### src/rtl/network_pkg.sv
// Classifier rule record types shared by the rule table writer and the matchers.
package network_pkg;

   localparam int PROTOCOL_SIZE = 8;
   localparam int IP_SIZE       = 32;
   localparam int PORT_SIZE     = 16;

   typedef struct packed {
      logic [IP_SIZE-1:0]   ip;
      logic [PORT_SIZE-1:0] port;
   } endpoint_s;

   typedef struct packed {
      logic [PROTOCOL_SIZE-1:0] protocol;
      endpoint_s                src;
      endpoint_s                dst;
   } key_s;

   typedef struct packed {
      key_s start;
      key_s last;
   } rule_s;

endpackage

### src/rtl/rule_table_loader_if.sv
// Rule word stream from the host configuration bus into the rule table loader.
interface rule_table_loader_if;
   logic [31:0] s_data;
   logic        s_valid;
   logic        s_last;
   logic        s_ready;

   modport master (output s_data, output s_valid, output s_last, input s_ready);
   modport slave  (input s_data, input s_valid, input s_last, output s_ready);
endinterface

### src/rtl/rule_table_loader.sv
// Reassembles 10-word rule streams into rule_s records, validates them against
// half-open [start, last) semantics and writes accepted rules to the next free slot.
module rule_table_loader
   import network_pkg::*;
#(
   parameter int DEPTH  = 64,
   parameter int ADDR_W = $clog2(DEPTH)
) (
   input  logic                clk,
   input  logic                rst_n,
   input  logic                clear,
   rule_table_loader_if.slave  s,
   output logic                wr_en,
   output logic [ADDR_W-1:0]   wr_addr,
   output rule_s               wr_rule,
   output logic [ADDR_W:0]     rule_count,
   output logic                full,
   output logic                err_valid,
   output logic [1:0]          err_code
);

   typedef enum logic [1:0] {ST_COLLECT, ST_DROP, ST_CHECK, ST_RESULT} state_t;

   localparam logic [ADDR_W:0] FULL_CNT = (ADDR_W+1)'(DEPTH);
   localparam logic [3:0]      LAST_IDX = 4'd9;

   state_t              r_state;
   state_t              w_state_nxt;
   logic [3:0]          r_idx;
   logic                r_len_err;
   logic                r_ovf_err;
   logic [ADDR_W:0]     r_count;
   logic                r_wr_en;
   logic [ADDR_W-1:0]   r_wr_addr;
   rule_s               r_wr_rule;
   logic                r_err_valid;
   logic [1:0]          r_err_code;
   rule_s               r_asm;
   logic                w_full;
   logic                w_ready;
   logic                w_accept;
   logic                w_ovf;
   logic [1:0]          w_code;

   function automatic logic [31:0] width_mask(input int w);
      logic [32:0] t;
      t = (33'd1 << w) - 33'd1;
      return t[31:0];
   endfunction

   function automatic logic [31:0] field_mask(input logic [3:0] idx);
      case (idx)
         4'd0, 4'd5:               return width_mask(PROTOCOL_SIZE);
         4'd1, 4'd3, 4'd6, 4'd8:   return width_mask(IP_SIZE);
         default:                  return width_mask(PORT_SIZE);
      endcase
   endfunction

   // Any field where last does not exceed start leaves an empty half-open range.
   function automatic logic empty_range(input rule_s r);
      return (r.last.protocol <= r.start.protocol) ||
             (r.last.src.ip   <= r.start.src.ip)   ||
             (r.last.src.port <= r.start.src.port) ||
             (r.last.dst.ip   <= r.start.dst.ip)   ||
             (r.last.dst.port <= r.start.dst.port);
   endfunction

   assign w_full     = (r_count == FULL_CNT);
   assign w_ovf      = |(s.s_data & ~field_mask(r_idx));
   assign w_code     = r_len_err ? 2'd1 : (r_ovf_err ? 2'd2 : (empty_range(r_asm) ? 2'd3 : 2'd0));
   assign s.s_ready  = w_ready;

   always_ff @(posedge clk or negedge rst_n) begin
      if (!rst_n) r_state <= ST_COLLECT;
      else        r_state <= w_state_nxt;
   end

   always_comb begin
      w_state_nxt = r_state;
      w_ready     = 1'b0;
      case (r_state)
         ST_COLLECT: w_ready = !w_full;
         ST_DROP:    w_ready = 1'b1;
         default:    w_ready = 1'b0;
      endcase
      w_accept = s.s_valid && w_ready;
      case (r_state)
         ST_COLLECT: begin
            if (w_accept && s.s_last)               w_state_nxt = ST_CHECK;
            else if (w_accept && r_idx == LAST_IDX) w_state_nxt = ST_DROP;
         end
         ST_DROP:   if (w_accept && s.s_last) w_state_nxt = ST_CHECK;
         ST_CHECK:  w_state_nxt = ST_RESULT;
         ST_RESULT: w_state_nxt = ST_COLLECT;
         default:   w_state_nxt = ST_COLLECT;
      endcase
      if (clear) w_state_nxt = ST_COLLECT;
   end

   always_ff @(posedge clk or negedge rst_n) begin
      if (!rst_n) begin
         r_idx       <= '0;
         r_len_err   <= 1'b0;
         r_ovf_err   <= 1'b0;
         r_count     <= '0;
         r_wr_en     <= 1'b0;
         r_wr_addr   <= '0;
         r_wr_rule   <= '0;
         r_err_valid <= 1'b0;
         r_err_code  <= '0;
      end else if (clear) begin
         r_idx       <= '0;
         r_len_err   <= 1'b0;
         r_ovf_err   <= 1'b0;
         r_count     <= '0;
         r_wr_en     <= 1'b0;
         r_err_valid <= 1'b0;
      end else begin
         r_wr_en     <= 1'b0;
         r_err_valid <= 1'b0;
         case (r_state)
            ST_COLLECT: begin
               if (w_accept) begin
                  r_ovf_err <= r_ovf_err | w_ovf;
                  if (s.s_last ? (r_idx != LAST_IDX) : (r_idx == LAST_IDX)) r_len_err <= 1'b1;
                  if (!s.s_last && r_idx != LAST_IDX) r_idx <= r_idx + 4'd1;
               end
            end
            ST_CHECK: begin
               if (w_code == 2'd0) begin
                  r_wr_en   <= 1'b1;
                  r_wr_addr <= r_count[ADDR_W-1:0];
                  r_wr_rule <= r_asm;
               end else begin
                  r_err_valid <= 1'b1;
                  r_err_code  <= w_code;
               end
            end
            ST_RESULT: begin
               if (r_wr_en) r_count <= r_count + (ADDR_W+1)'(1);
               r_idx     <= '0;
               r_len_err <= 1'b0;
               r_ovf_err <= 1'b0;
            end
            default: ;
         endcase
      end
   end

   // Assembly register holds data only; its contents are qualified by the flags above.
   always_ff @(posedge clk) begin
      if (r_state == ST_COLLECT && w_accept && !clear) begin
         case (r_idx)
            4'd0:    r_asm.start.protocol <= s.s_data[PROTOCOL_SIZE-1:0];
            4'd1:    r_asm.start.src.ip   <= s.s_data[IP_SIZE-1:0];
            4'd2:    r_asm.start.src.port <= s.s_data[PORT_SIZE-1:0];
            4'd3:    r_asm.start.dst.ip   <= s.s_data[IP_SIZE-1:0];
            4'd4:    r_asm.start.dst.port <= s.s_data[PORT_SIZE-1:0];
            4'd5:    r_asm.last.protocol  <= s.s_data[PROTOCOL_SIZE-1:0];
            4'd6:    r_asm.last.src.ip    <= s.s_data[IP_SIZE-1:0];
            4'd7:    r_asm.last.src.port  <= s.s_data[PORT_SIZE-1:0];
            4'd8:    r_asm.last.dst.ip    <= s.s_data[IP_SIZE-1:0];
            4'd9:    r_asm.last.dst.port  <= s.s_data[PORT_SIZE-1:0];
            default: ;
         endcase
      end
   end

   assign wr_en      = r_wr_en;
   assign wr_addr    = r_wr_addr;
   assign wr_rule    = r_wr_rule;
   assign rule_count = r_count;
   assign full       = w_full;
   assign err_valid  = r_err_valid;
   assign err_code   = r_err_code;

endmodule

### src/flat_wrapper.sv
// flat-port wrapper written by rule: the top's interface ports become plain ports
module rule_table_loader_flat import network_pkg::*;
#(
   parameter int DEPTH  = 64,
   parameter int ADDR_W = $clog2(DEPTH)
)
  (clk, rst_n, clear, wr_en, wr_addr, wr_rule, rule_count, full, err_valid, err_code, s_s_data, s_s_valid, s_s_last, s_s_ready);
  rule_table_loader_if s_i ();
  input  logic clk;
  input  logic rst_n;
  input  logic clear;
  output logic wr_en;
  output logic [ADDR_W-1:0] wr_addr;
  output rule_s wr_rule;
  output logic [ADDR_W:0] rule_count;
  output logic full;
  output logic err_valid;
  output logic [1:0] err_code;
  input wire logic [$bits(s_i.s_data)-1:0] s_s_data;
  input wire logic [$bits(s_i.s_valid)-1:0] s_s_valid;
  input wire logic [$bits(s_i.s_last)-1:0] s_s_last;
  output wire logic [$bits(s_i.s_ready)-1:0] s_s_ready;
  assign s_i.s_data = s_s_data;
  assign s_i.s_valid = s_s_valid;
  assign s_i.s_last = s_s_last;
  assign s_s_ready = s_i.s_ready;
  rule_table_loader #(.DEPTH(DEPTH), .ADDR_W(ADDR_W)) u_core (.clk(clk), .rst_n(rst_n), .clear(clear), .s(s_i), .wr_en(wr_en), .wr_addr(wr_addr), .wr_rule(wr_rule), .rule_count(rule_count), .full(full), .err_valid(err_valid), .err_code(err_code));
endmodule
### config.mk
export PLATFORM = sky130hd
export DESIGN_NAME = rule_table_loader_flat
export DESIGN_NICKNAME = d
export VERILOG_FILES = /design/src/rtl/network_pkg.sv /design/src/rtl/rule_table_loader_if.sv /design/src/rtl/rule_table_loader.sv /design/src/flat_wrapper.sv
export SDC_FILE = /design/constraint.sdc
export NUM_CORES = 1
export LEC_CHECK = 0
export BUFFER_PORTS_ARGS = -buffer_cell sky130_fd_sc_hd__clkbuf_2
export CAP_MARGIN = 10
export CORE_MARGIN = 5
export CORE_UTILIZATION = 62
export DETAILED_ROUTE_END_ITERATION = 8
export HOLD_SLACK_MARGIN = 0.05
export PLACE_DENSITY = 0.91
export SYNTH_ARGS = -nofsm -noshare
export SYNTH_HDL_FRONTEND = slang
export SYNTH_SLANG_ARGS = --single-unit
### constraint.sdc
create_clock -name clk -period 6.01 [get_ports clk]
set_input_delay 1.202 -clock clk [delete_from_list [all_inputs] [get_ports clk]]
set_output_delay 1.202 -clock clk [all_outputs]
set_load 0.02 [all_outputs]
Word level (Yosys, flattened, before mapping)
Cells that the tools add are included.
Widths: inputs -> output; s select.
- flip-flop bits (word level): 441
- word-level logic and storage cells: 130
- bits of input ports: 37
- output and inout bits: 227
- $add $sub $neg: 2
- bitwise gates (word level): 5
- order comparisons: 5
- muxes and demuxes: 31
- equal/unequal tests: 19
- reductions and logical operators: 39
- operators by type and width (cell ; count):
    $le 32x32->1 ; 2
    $pmux 32 s2 ; 1
    $and 32x32->32 ; 1
    $le 16x16->1 ; 2
    $not 32->32 ; 1
    $reduce_or 32->1 ; 1
    $reduce_and 2->1 ; 13
    $mux 7 ; 3
    $eq 4x3->1 const B ; 4
    $mux 2 ; 7
    $mux 1 ; 12
    $mux 4 ; 3
    $ne 3x2->1 const B ; 4
    $reduce_and 3->1 ; 4
    $eq 4x2->1 const B ; 2
    $eq 4x4->1 const B ; 2
    $le 8x8->1 ; 1
    $pmux 2 s4 ; 1
    $pmux 4 s2 ; 1
    $add 7x1->7 const B ; 1
    $eq 7x7->1 const B ; 1
    $logic_and 1x1->1 ; 6
    $pmux 1 s2 ; 3
    $add 4x1->4 const B ; 1
    other kinds (15) ; 24

Logic depth before layout (Yosys ltp)
- depth in word-level cells: 12
- depth in mapped cells: 13
- mapped depth without buffers: 11

Worst setup path after synthesis
OpenSTA, ideal clock, no wires.
- path type: reg2reg
- from: register u_core.r_state[0]
- to: register u_core.r_asm[16] in the netlist's numbering (enable)
- stages on the path, launching flop included: 10
- path buffers: 1
- required time: 5589 ps
- library setup time: 421 ps
- arrival time: 3233 ps
- setup slack: 2355 ps
- clock period less this slack: 3655 ps
- path through: dfrtp_1 -> inv_1 -> ha_1 -> clkbuf_1 -> inv_1 -> a41oi_1 -> o21a_1 -> nand2_1 -> or2_2 -> nor2_1
- longest elaborated chain between the ends: 6
- elaborated cells between the ends (all ways): 7
- classes of those cells: eq/ne: 1; mux: 1; reduce/logical: 5
- ends and longest elaborated chain (item ; RTL line ; source):
    start, declared ; rule_table_loader.sv:27 ; state_t r_state;
    start signal, assigned ; rule_table_loader.sv:75 ; else r_state <= w_state_nxt;
    $eq 2x1->1 / $logic_not 2->1 (equally long branches) ; rule_table_loader.sv:81, rule_table_loader.sv:152 ;
    $pmux 1 s2 ; rule_table_loader.sv:81 ; case (r_state)
    $logic_and 1x1->1 ; rule_table_loader.sv:86 ; w_accept = s.s_valid && w_ready;
    $logic_and 1x1->1 * (2 in a row) ; rule_table_loader.sv:152 ; if (r_state == ST_COLLECT && w_accept && !clear) begin
    $reduce_and 2->1 (no source line) * ; n/a ;
    end, declared ; rule_table_loader.sv:38 ; rule_s r_asm;
Mark *: on every way between the ends. The rest lies on a longest branch, timed or not.
A chain may end at the register's enable or synchronous reset.

Final worst setup path
- from: register u_core.r_asm[14] in the netlist's numbering
- to: register u_core.r_wr_rule (netlist bit u_core.wr_rule[18])
- longest elaborated chain between the ends: 7
- ends and longest elaborated chain (item ; RTL line ; source):
    $le 16x16->1 ; rule_table_loader.sv:65 ; (r.last.dst.port <= r.start.dst.port);
    $logic_or 1x1->1 ; rule_table_loader.sv:64 ; (r.last.dst.ip <= r.start.dst.ip) ||
    $mux 2 (3 in a row) ; rule_table_loader.sv:70 ; assign w_code = r_len_err ? 2'd1 : (r_ovf_err ? 2'd2 : (empty_range(r_asm) ? 2'd3 : 2'd0));
    $logic_not 2->1 ; rule_table_loader.sv:130 ; if (w_code == 2'd0) begin
    $reduce_and 3->1 (no source line) ; n/a ;
    end signal, assigned ; rule_table_loader.sv:133 ; r_wr_rule <= r_asm;
    end, declared ; rule_table_loader.sv:35 ; rule_s r_wr_rule;
No other way between the ends.

==> results.md <==
- The worst hold slack is 0.485 ns.
- The post-synthesis adder-cell area fraction is 0.0790.
- Summing all non-filler instances in the final layout gives an area of 21,100 um2.
- The total area inside the core boundary comes to 28,900 um2.
- Across all layers, the routed design uses 11,000 vias.
- The final layout contains 1,623 nets.
- The initial antenna violation count is 0.
- The post-detailed-placement half-perimeter wirelength is 29,600 um.
- The first-pass GRT wire length is about 67,000 um.
- The multi-input combinational cells in the finished layout cover a total of around 5400 um2.
- Derived from the worst setup path, the maximum achievable clock frequency is 226 MHz.
- TritonCTS built the clock tree.
- After layout, the worst setup slack is 1.59 ns.
- The total overflow left after global routing is 0.
- Across the routed clock network, the largest skew measured is between 0.01 and 0.015 ns.
- The count of antenna-violating nets left after detailed routing is 0.
- For this run, the number of standard cells in the final layout without fillers is 1,887.
- In this run the tightest slew margin relative to its limit is 0.236.
- The startpoint type of the worst setup path is a flip-flop.
- In this run the cell area measured after placement is 19,800 um2.
- Of all nets on the critical path, the largest fanout is 35.
- In the final layout, flip-flops and latches occupy between 10,000 and 15,000 um2.
- The total nets after synthesis is 1,338.
- The overall fraction of global-route tracks in use is 0.261.
- The clock period could shrink to 4.42 ns.
- The floorplan has 62 rows.
- The aggregate negative setup slack is 0 ns.
- Summed over all cells, the static leakage comes to 10.4 nW.
- The number of placed instances, taps included, is 1,810.
- Of the total synthesized cell area, the portion taken by XOR and XNOR cells is 0.00288.
- The count of instances resized after the clock tree is built is 0.
- At the end of the flow the core is filled with cells to 0.733.
- The endpoint type of the worst setup path is a flip-flop.
- The count of max-cap constraint violations is 0.
- The ratio of cells with drive above 1 in the final layout is 0.271.
- In this run the clock root is driven by a sky130_fd_sc_hd__clkbuf_16.
- Data on the critical path is required at its endpoint by 6.42 ns.
- The cts-stage hold buffer count is 0.
- The area of the mapped netlist is 18,200 um2.
- The run finished with clean final reports.
- Pin placement for this block handled 264 I/O pins.
- Clock latency on the worst-skew pair, taken at its later pin, is 0.53 ns.
- The clock sink count is 441.
- After clock tree synthesis, the clock-pin slew on the worst setup and hold paths is 0.06 ns.
- Prior to clock tree synthesis, the placed netlist has a worst setup slack of 1.53 ns.
- Yosys printed 0 warnings.
- Setup violations remaining at the end of the flow were counted as 0.
- The number of fillers in the final layout is 1,739.
- For the worst setup path, the data arrival time is 4.83 ns.
- In this run the vertical extent of the chip is around 180 um.
- The clock passes through at most 3 buffers.
- The number of optimization iterations in the first detailed-route pass is 5.
- The sequential-to-total area share from yosys stat is 0.663.
- The post-route total power is approximately 6.4 mW.
- The share of synthesized area spent on multiplexers is 0.134.
- The final antenna diode count is 0.
- In the synthesized netlist, the number of instances is 1,186.
- The routed design has 43,400 um of wire.
- The path class of the tightest hold or removal check is reg -> reg.
- Using the TritonRoute via totals, the vias-per-cell ratio works out to around 5.9.
- The largest family of logic cells by synthesized area is multiplexers.
- Buffers inserted during clock tree synthesis total 43.
- The critical path in this run is classified as reg -> reg.
- The ratio of total power to cell area is 305 nW/um2.
- Compared with the post-synthesis result, the final layout area differs by 16.1%.
- The number of synthesized flops with an enable pin is between 200 and 250.
- The first routing iteration left between 800 and 900 violations.
- The initial core utilization is 0.631.
- The die covers 32,900 um2.
- The routability congestion estimate from global placement is 0.846.
- The number of buffers added on ports is 263.
- The final period utilization is 0.735.
- The die is 181 um wide.
- The simple-gate share of the synthesized area is 0.0452.
- The dominant synthesized flop cell is sky130_fd_sc_hd__dfrtp_1.
- In this run the mean area of a mapped cell was 15.4 um2.
- In this run the post-CTS setup repair buffer count came out at 0.
- The number of global-route vias before repair is 11,900.
- The synthesis-stage register bit count is 441.
- The number of distinct standard cells referenced by the synthesized netlist is 54.
- For this run, asynchronously set or reset flops after synthesis account for 0.528.
- In the routed design, unresolved DRC markers number 0.
- The number of endpoints with negative hold slack in the final report is 0.
- The pin count of the biggest net entering global routing is 122.
- The count of pins over their slew limit came to 0.
- IR analysis of the VDD net gives a maximum drop of 0.220 mV.
- The average wire length per cell after detail routing is 23.0 um.
- The synthesized-area fraction occupied by ao, oa, aoi and oai cells is 0.0356.
- CTS built an H-tree with a depth of 2.
- For the pin with the worst max-slew slack, the measured transition is 1.15 ns.
- Setup repair after global routing left no endpoint under its margin.
-- power breakdown --
| part | switching (mW) | internal (mW) |
|---|---|---|
| logic | 0.362 | 0.178 |
| clock network | 1.09 | 1.47 |
| registers | 0.0755 | 3.27 |
| total | 1.53 | 4.92 |
-- area by class of cell --
| type | count | share of cell area |
|---|---|---|
| clock inverters | 11 | 0.00426 |
| well taps | 384 | 0.0227 |
| multi-input cells | 596 | 0.256 |
| inverters | 120 | 0.0214 |
| flip-flops and latches | 441 | 0.571 |
| repair buffers | 269 | 0.0654 |
| clock buffers | 66 | 0.0587 |
-- registers in the layout, indices dropped and copies added, names as in the netlist --
| name | flops |
|---|---|
| u_core.wr_en | 1 |
| u_core.r_ovf_err | 1 |
| u_core.r_asm | 208 |
| u_core.wr_addr | 6 |
| u_core.r_idx | 4 |
| u_core.r_len_err | 1 |
| u_core.wr_rule | 208 |
| u_core.err_code | 2 |
| u_core.err_valid | 1 |
| u_core.r_state | 2 |
| u_core.rule_count | 7 |
-- synthesized netlist by cell type (3+ instances only) --
cell,instances,share of area
sky130_fd_sc_hd__dfrtp_1,233,0.32
sky130_fd_sc_hd__edfxtp_1,208,0.34
sky130_fd_sc_hd__mux2_1,149,0.092
sky130_fd_sc_hd__inv_1,119,0.025
sky130_fd_sc_hd__ha_1,115,0.079
sky130_fd_sc_hd__mux2_2,66,0.041
sky130_fd_sc_hd__a21oi_1,46,0.013
sky130_fd_sc_hd__nand2_1,34,0.0070
sky130_fd_sc_hd__nor2_1,28,0.0058
sky130_fd_sc_hd__nand3_1,23,0.0063
sky130_fd_sc_hd__nand4_1,17,0.0058
sky130_fd_sc_hd__o21ai_0,16,0.0044
sky130_fd_sc_hd__buf_6,12,0.0074
sky130_fd_sc_hd__a21o_1,9,0.0037
sky130_fd_sc_hd__and2_1,9,0.0031
sky130_fd_sc_hd__nor4_1,9,0.0031
sky130_fd_sc_hd__and4_1,8,0.0038
sky130_fd_sc_hd__buf_2,6,0.0016
sky130_fd_sc_hd__clkbuf_1,6,0.0012
sky130_fd_sc_hd__and3_1,5,0.0017
sky130_fd_sc_hd__buf_12,5,0.0055
sky130_fd_sc_hd__nor3_1,5,0.0014
sky130_fd_sc_hd__a211oi_1,4,0.0016
sky130_fd_sc_hd__a221oi_1,4,0.0019
sky130_fd_sc_hd__nor2b_1,4,0.0014
sky130_fd_sc_hd__a221o_1,3,0.0016
sky130_fd_sc_hd__a31oi_1,3,0.0010
sky130_fd_sc_hd__a32oi_1,3,0.0014
sky130_fd_sc_hd__xnor2_1,3,0.0014
sky130_fd_sc_hd__xor2_1,3,0.0014
-- worst paths after layout --
kind | from | endpoint | slack (ns) | cells past startpoint
hold / removal | u_core.wr_rule[54]$_DFFE_PN0P_ | u_core.wr_rule[54]$_DFFE_PN0P_ | 0.49 | 1
min in group asynchronous | rst_n | u_core.wr_rule[157]$_DFFE_PN0P_ | 0.74 | 1
setup / recovery | u_core.r_asm[14]$_DFFE_PP_ | u_core.wr_rule[18]$_DFFE_PN0P_ | 1.59 | 10
setup reg to reg | u_core.r_asm[14]$_DFFE_PP_ | u_core.wr_rule[18]$_DFFE_PN0P_ | 1.59 | 10
hold reg to reg | u_core.wr_rule[54]$_DFFE_PN0P_ | u_core.wr_rule[54]$_DFFE_PN0P_ | 0.49 | 1
max in group asynchronous | rst_n | u_core.wr_rule[38]$_DFFE_PN0P_ | 4.02 | 2
-- layer usage --
| metal | up-vias | global-route usage | part of all wire |
|---|---|---|---|
| met5 | - | 0 | 0 |
| met4 | 0 | 0.0859 | 0.033 |
| met3 | 91 | 0.0500 | 0.073 |
| met2 | 468 | 0.441 | 0.50 |
| met1 | 5624 | 0.347 | 0.40 |
| li1 | 4859 | - | - |
-- placed cells by master (no fill, tap or decap), drive strengths merged, types with 11 or more instances in the layout --
cell / count
nand3: 24
nor2: 28
a21oi: 47
inv: 122
mux2: 215
edfxtp: 208
nor4: 11
dfrtp: 233
nand4: 17
clkbuf: 328
o21ai: 17
nand2: 34
ha: 115
-- kinds of logic after synthesis --
| kind of cell | after synthesis |
|---|---|
| mux | 217 |
| flops | 441 |
| compound gates | 104 |
| simple gates | 154 |
| buf+inv | 149 |
| fa+ha+maj | 115 |
| xor+xnor | 6 |
-- worst max-delay path, stage by stage, from the launching register on --
cell	delay (ns)
sky130_fd_sc_hd__edfxtp_1	0.40
sky130_fd_sc_hd__ha_1	0.35
sky130_fd_sc_hd__nand4_1	0.19
sky130_fd_sc_hd__nor4_1	0.55
sky130_fd_sc_hd__a221o_1	0.29
sky130_fd_sc_hd__o31ai_1	0.11
sky130_fd_sc_hd__nor4_4	0.33
sky130_fd_sc_hd__nand3_4	0.54
sky130_fd_sc_hd__inv_4	0.63
sky130_fd_sc_hd__buf_4	0.48
sky130_fd_sc_hd__mux2_2	0.40
Power figures use the tool's default switching activity.
